## src/rtl/rename_init_sequencer.sv

```systemverilog
// Purpose: holds decode while the rename tables get identity maps and the free lists are refilled.
// Latency: one PRE cycle, then a W-cycle CLEAR walk; done pulses on the last walk cycle.
// Backpressure: reinit waits in DRAIN until inflight_empty; reinit_req is ignored outside RUN.
module rename_init_sequencer #(
  parameter int NUM_ARCH_REGS = 32,
  parameter int NUM_PHYS_REGS = 64,
  parameter int INCLUDE_FP    = 1
) (
  input  logic                             clk,
  input  logic                             rst,
  input  logic                             reinit_req,
  input  logic                             inflight_empty,
  output logic                             busy,
  output logic                             done,
  output logic                             free_list_clear,
  output logic                             table_we,
  output logic                             fp_table_we,
  output logic [$clog2(NUM_ARCH_REGS)-1:0] table_waddr,
  output logic [$clog2(NUM_PHYS_REGS)-1:0] table_wdata,
  output logic                             free_push,
  output logic                             fp_free_push,
  output logic [$clog2(NUM_PHYS_REGS)-1:0] free_data
);

  localparam int NUM_FREE = NUM_PHYS_REGS - NUM_ARCH_REGS;
  localparam int W        = (NUM_ARCH_REGS > NUM_FREE) ? NUM_ARCH_REGS : NUM_FREE;
  localparam int IW       = (W > 1) ? $clog2(W) : 1;
  localparam int AW       = $clog2(NUM_ARCH_REGS);
  localparam int PW       = $clog2(NUM_PHYS_REGS);

  // One extra bit so a limit equal to 2**IW still compares correctly.
  localparam logic [IW:0]   ARCH_LIM  = (IW+1)'(NUM_ARCH_REGS);
  localparam logic [IW:0]   FREE_LIM  = (IW+1)'(NUM_FREE);
  localparam logic [IW-1:0] LAST_IDX  = IW'(W - 1);
  localparam logic [PW-1:0] FREE_BASE = PW'(NUM_ARCH_REGS);
  localparam logic          FP_EN     = (INCLUDE_FP != 0);

  typedef enum logic [1:0] {PRE, CLEAR, RUN, DRAIN} state_t;

  state_t        state, state_nxt;
  logic [IW-1:0] idx, idx_nxt;
  logic          in_arch, in_free;

  assign in_arch = ({1'b0, idx} < ARCH_LIM);
  assign in_free = ({1'b0, idx} < FREE_LIM);

  always_ff @(posedge clk or posedge rst) begin
    if (rst) begin
      state <= PRE;
      idx   <= '0;
    end else begin
      state <= state_nxt;
      idx   <= idx_nxt;
    end
  end

  // Outputs depend on state/idx only; inputs reach outputs solely via the state register.
  always_comb begin
    state_nxt       = state;
    idx_nxt         = idx;
    busy            = 1'b1;
    done            = 1'b0;
    free_list_clear = 1'b0;
    table_we        = 1'b0;
    fp_table_we     = 1'b0;
    free_push       = 1'b0;
    fp_free_push    = 1'b0;
    table_waddr     = idx[AW-1:0];
    table_wdata     = PW'(idx);
    free_data       = FREE_BASE + PW'(idx);

    case (state)
      PRE: begin
        free_list_clear = 1'b1;
        state_nxt       = CLEAR;
        idx_nxt         = '0;
      end
      CLEAR: begin
        table_we     = in_arch;
        fp_table_we  = in_arch & FP_EN;
        free_push    = in_free;
        fp_free_push = in_free & FP_EN;
        if (idx == LAST_IDX) begin
          done      = 1'b1;
          state_nxt = RUN;
          idx_nxt   = '0;
        end else begin
          idx_nxt = idx + IW'(1);
        end
      end
      RUN: begin
        busy = 1'b0;
        if (reinit_req) state_nxt = DRAIN;
      end
      DRAIN: begin
        if (inflight_empty) state_nxt = PRE;
      end
      default: state_nxt = PRE;
    endcase
  end

endmodule

```

## config.mk

```make
export PLATFORM = sky130hd
export DESIGN_NAME = rename_init_sequencer
export DESIGN_NICKNAME = d
export VERILOG_FILES = /design/src/rtl/rename_init_sequencer.sv
export SDC_FILE = /design/constraint.sdc
export NUM_CORES = 1
export LEC_CHECK = 0
export CORE_UTILIZATION = 35
export CTS_CLUSTER_SIZE = 28
export DETAILED_ROUTE_END_ITERATION = 10
export HOLD_SLACK_MARGIN = 0.06
export PLACE_DENSITY = 0.71
export SYNTH_ARGS = -nofsm -noshare
export SYNTH_HDL_FRONTEND = slang
export SYNTH_SLANG_ARGS = --single-unit
```

## constraint.sdc

```tcl
create_clock -name clk -period 2.4 [get_ports clk]
set_input_delay 0.72 -clock clk [delete_from_list [all_inputs] [get_ports clk]]
set_output_delay 0.72 -clock clk [all_outputs]
set_load 0.03 [all_outputs]
```

==> summary.md, run 1 <==
| Metric | Value |
|---|---|
| Status | `finished, final reports clean` |
| Top cell type's share of synthesized area | `0.3037` |
| H-Tree Depth | `1` |
| First-pass iteration count of the detailed router | `4` |
| Max Slew Vio Count | `0` |
| Commonest non-fill, non-tap cells in the layout | `clkdlybuf4s50_1, ha_1, inv_1, buf_4, dfrtp_1` |
| Area Growth Syn to Fin | `37.74%` |
| First-pass GRT wire length | `1690 um` |
| Vias per cell | `4.636` |
| Total grt overflow | `0` |
| Mapped Cells | `63` |
| P_sw | `0.0004920 W` |
| Type of the worst min-delay path | `reg2reg` |
| Die height | `42.60 um` |
| Number of synthesized flops with an enable pin | `0` |
| Die area | `1814 um2` |
| Most common cell after layout, fill and taps aside | `clkdlybuf4s50_1` |
| Largest area contributor in the netlist | `dfrtp_1` |
| Vias in the first global route | `411` |
| Cell area power density | `1261 nW/um2` |
| FMAX | `0.4398 GHz` |
| Worst slew pin tran | `0.5005 ns` |
| Final net count | `96` |
| Starting Density | `0.3785` |
| Met1 usage | `0.1410` |
| Max-cap violations | `0` |
| Final WS setup | `0.1262 ns` |
| FF/Latch Area | `175.2 um2` |
| Row count | `14` |
| Arrival time at the worst endpoint | `1.55 ns` |
| Clk sinks | `7` |
| Clk Latency, worst-skew pair | `0.25 ns` |
| Crit share post-route | `0.9474` |
| RSZ-0062 raised after global routing | `false` |
| Final instance area | `794.5 um2` |
| Antenna-violating nets left | `0` |
| CTS tree | `done` |
| DRC viols | `0` |
| Layout cells sized above 1 | `0.1446` |
| Input/output buffers | `25` |
| Post-Route Utilization | `0.5213` |
| Final TNS setup | `0 ns` |
| Syn avg cell area | `9.156 um2` |
| VDD IR max | `418.8 uV` |
| Routability congestion estimate from global placement | `0.6715` |
| First DRT Iteration DRCs | `5` |
| Clock Pin Slew Worst Setup and Hold Paths | `0.06 ns` |
| Flop pwr share | `0.180` |
| Synth top area cells | `dfrtp_1, buf_4, ha_1, inv_1, o21ai_0` |
| WP data required | `1.68 ns` |
| Post-DR wirelength/cell | `10.41 um` |
| Syn. warnings | `0` |
| GRT Overall Usage | `0.1273` |
| # IOs | `28` |
| Cell Int Power | `0.0005102 W` |
| Core box area | `1524 um2` |
| Final wirelength | `1031 um` |
| CP Capture Type | `output port` |
| Register area share after synthesis | `0.3037` |
| CP max FO | `3` |
| Clock Skews | `0.002169 ns` |
| CTS Buffer Depth | `2` |
| Fill count | `135` |
| Final hold violations | `0` |
| Distinct cells, synth | `20` |
| Met2 usage in global routing | `0.2215` |
| Largest net degree at the start of global routing | `8` |
| Final setup fails | `0` |
| Vias | `459` |
| Seq cells post-synth | `7` |
| Rel. slew slack | `0.6664` |
| Initial antenna violation count | `0` |
| Crit path launch type | `register` |
| Mapped Nets | `75` |
| Synth Flop Type | `dfrtp_1` |
| CTS Root Cell | `clkbuf_4` |
| Async SR Flop Fraction | `1.000` |
| Cts hold-fix bufs | `0` |
| Dpl ws | `-0.02603 ns` |
| DP Area | `775.7 um2` |
| Gate power share | `0.711` |
| Syn Std Cell Area | `576.8 um2` |
| Final min period | `2.274 ns` |
| Static Leak | `0.4373 nW` |
| Die Width | `42.60 um` |
| Detailed placement HPWL | `860.9 um` |
| Crit Path Category | `reg2out` |
| Multi-input gate area | `251.5 um2` |
| Top Usage Layer GRT | `met2` |
| Switching share of power | `0.4909` |
| # diodes | `0` |
| Clk pwr share | `0.109` |
| Number of CTS-inserted buffers | `3` |
| M3 GR Usage | `0.02586` |
timing repair:
| item | in CTS | in global routing |
|---|---|---|
| cloned | 0 | 0 |
| setup endpoints to repair | 6 | 2 |
| setup buffers | 0 | 0 |
| gates resized for setup | 8 | 3 |
Yosys cell counts (2+ instances only):
library cell	instances
buf_4	15
ha_1	8
dfrtp_1	7
inv_1	7
nand2_1	3
nor2_1	3
o21ai_0	3
and3_1	2
conb_1	2
nand2b_1	2
o22ai_1	2
path summary, 6_finish.rpt:
| path | slack, ns | startpoint | end | cells past startpoint |
|---|---|---|---|---|
| min in group asynchronous | 0.70 | rst | table_waddr[0] | 2 |
| setup reg to reg | 0.48 | state[1] | state[1] | 5 |
| hold reg to reg | 0.57 | state[1] | state[1] | 1 |
| setup / recovery | 0.13 | table_waddr[0] | done | 5 |
| hold / removal | 0.57 | state[1] | state[1] | 1 |
| max in group asynchronous | 1.48 | rst | table_waddr[1] | 2 |
state kept, by name, indices dropped and copies added, names as in the netlist:
signal and flops:
state 2, table_waddr 5
power groups by stage:
stage | combinational, W | clock [W] | sequential (W)
after CTS | 0.000717 | 0.000113 | 0.000180
final | 0.000712 | 0.000109 | 0.000181
after detailed placement | 0.000747 | 0 | 0.000182
after global placement | 0.000740 | 0 | 0.000181
after floorplan | 0.000493 | 0 | 0.000226
after global routing | 0.000767 | 0.000124 | 0.000185
worst max-delay path: stages, from the launching register on:
cell	delay (ns)
dfrtp_1	0.38
ha_1	0.22
and3_1	0.20
ha_1	0.20
and2_1	0.14
buf_2	0.17
routing by layer:
layer,vias to the layer above,part of all wire,routed length (um)
met3,2,0.036,37
met1,216,0.44,452
met4,0,0.014,14
met2,15,0.51,526
li1,226,-,-
met5,-,0,0
per-stage QoR:
step,total power [W],hold WS (ns),instances
floorplan,0.0007183,0.5116,63
global placement,0.0009214,0.5487,95
detailed placement,0.0009298,0.5599,95
CTS,0.001010,0.5738,99
global route,0.001076,0.5874,99
finish,0.001002,0.5739,99
area by class of cell:
| type | count | share of cell area |
|---|---|---|
| clock buffer | 3 | 0.02835 |
| clock inverter | 1 | 0.006299 |
| inverter | 7 | 0.03307 |
| multi-input combinational | 33 | 0.3165 |
| sequential | 7 | 0.2205 |
| tap | 16 | 0.02520 |
| timing repair buffer | 32 | 0.3701 |
cells by family (layout without fill, tap and decap cells):
| group | count (synthesis) | after routing | synth area share |
|---|---|---|---|
| muxes | 2 | 2 | 0.03688 |
| buffers and inverters | 23 | 43 | 0.2603 |
| adders and majority gates | 8 | 8 | 0.1735 |
| other | 2 | 2 | 0.01302 |
| and+or+nand+nor | 13 | 13 | 0.1193 |
| AOI/OAI and AO/OA | 8 | 8 | 0.09327 |
| DFF | 7 | 7 | 0.3037 |
(Power assumes the default switching activity.)
==> inputs of run 2 (changes only) <==
CAP_MARGIN = 20   (was unset)
==> results of run 2 <==
Same layout as run 1: the final DEF is identical, and so are final timing and power.
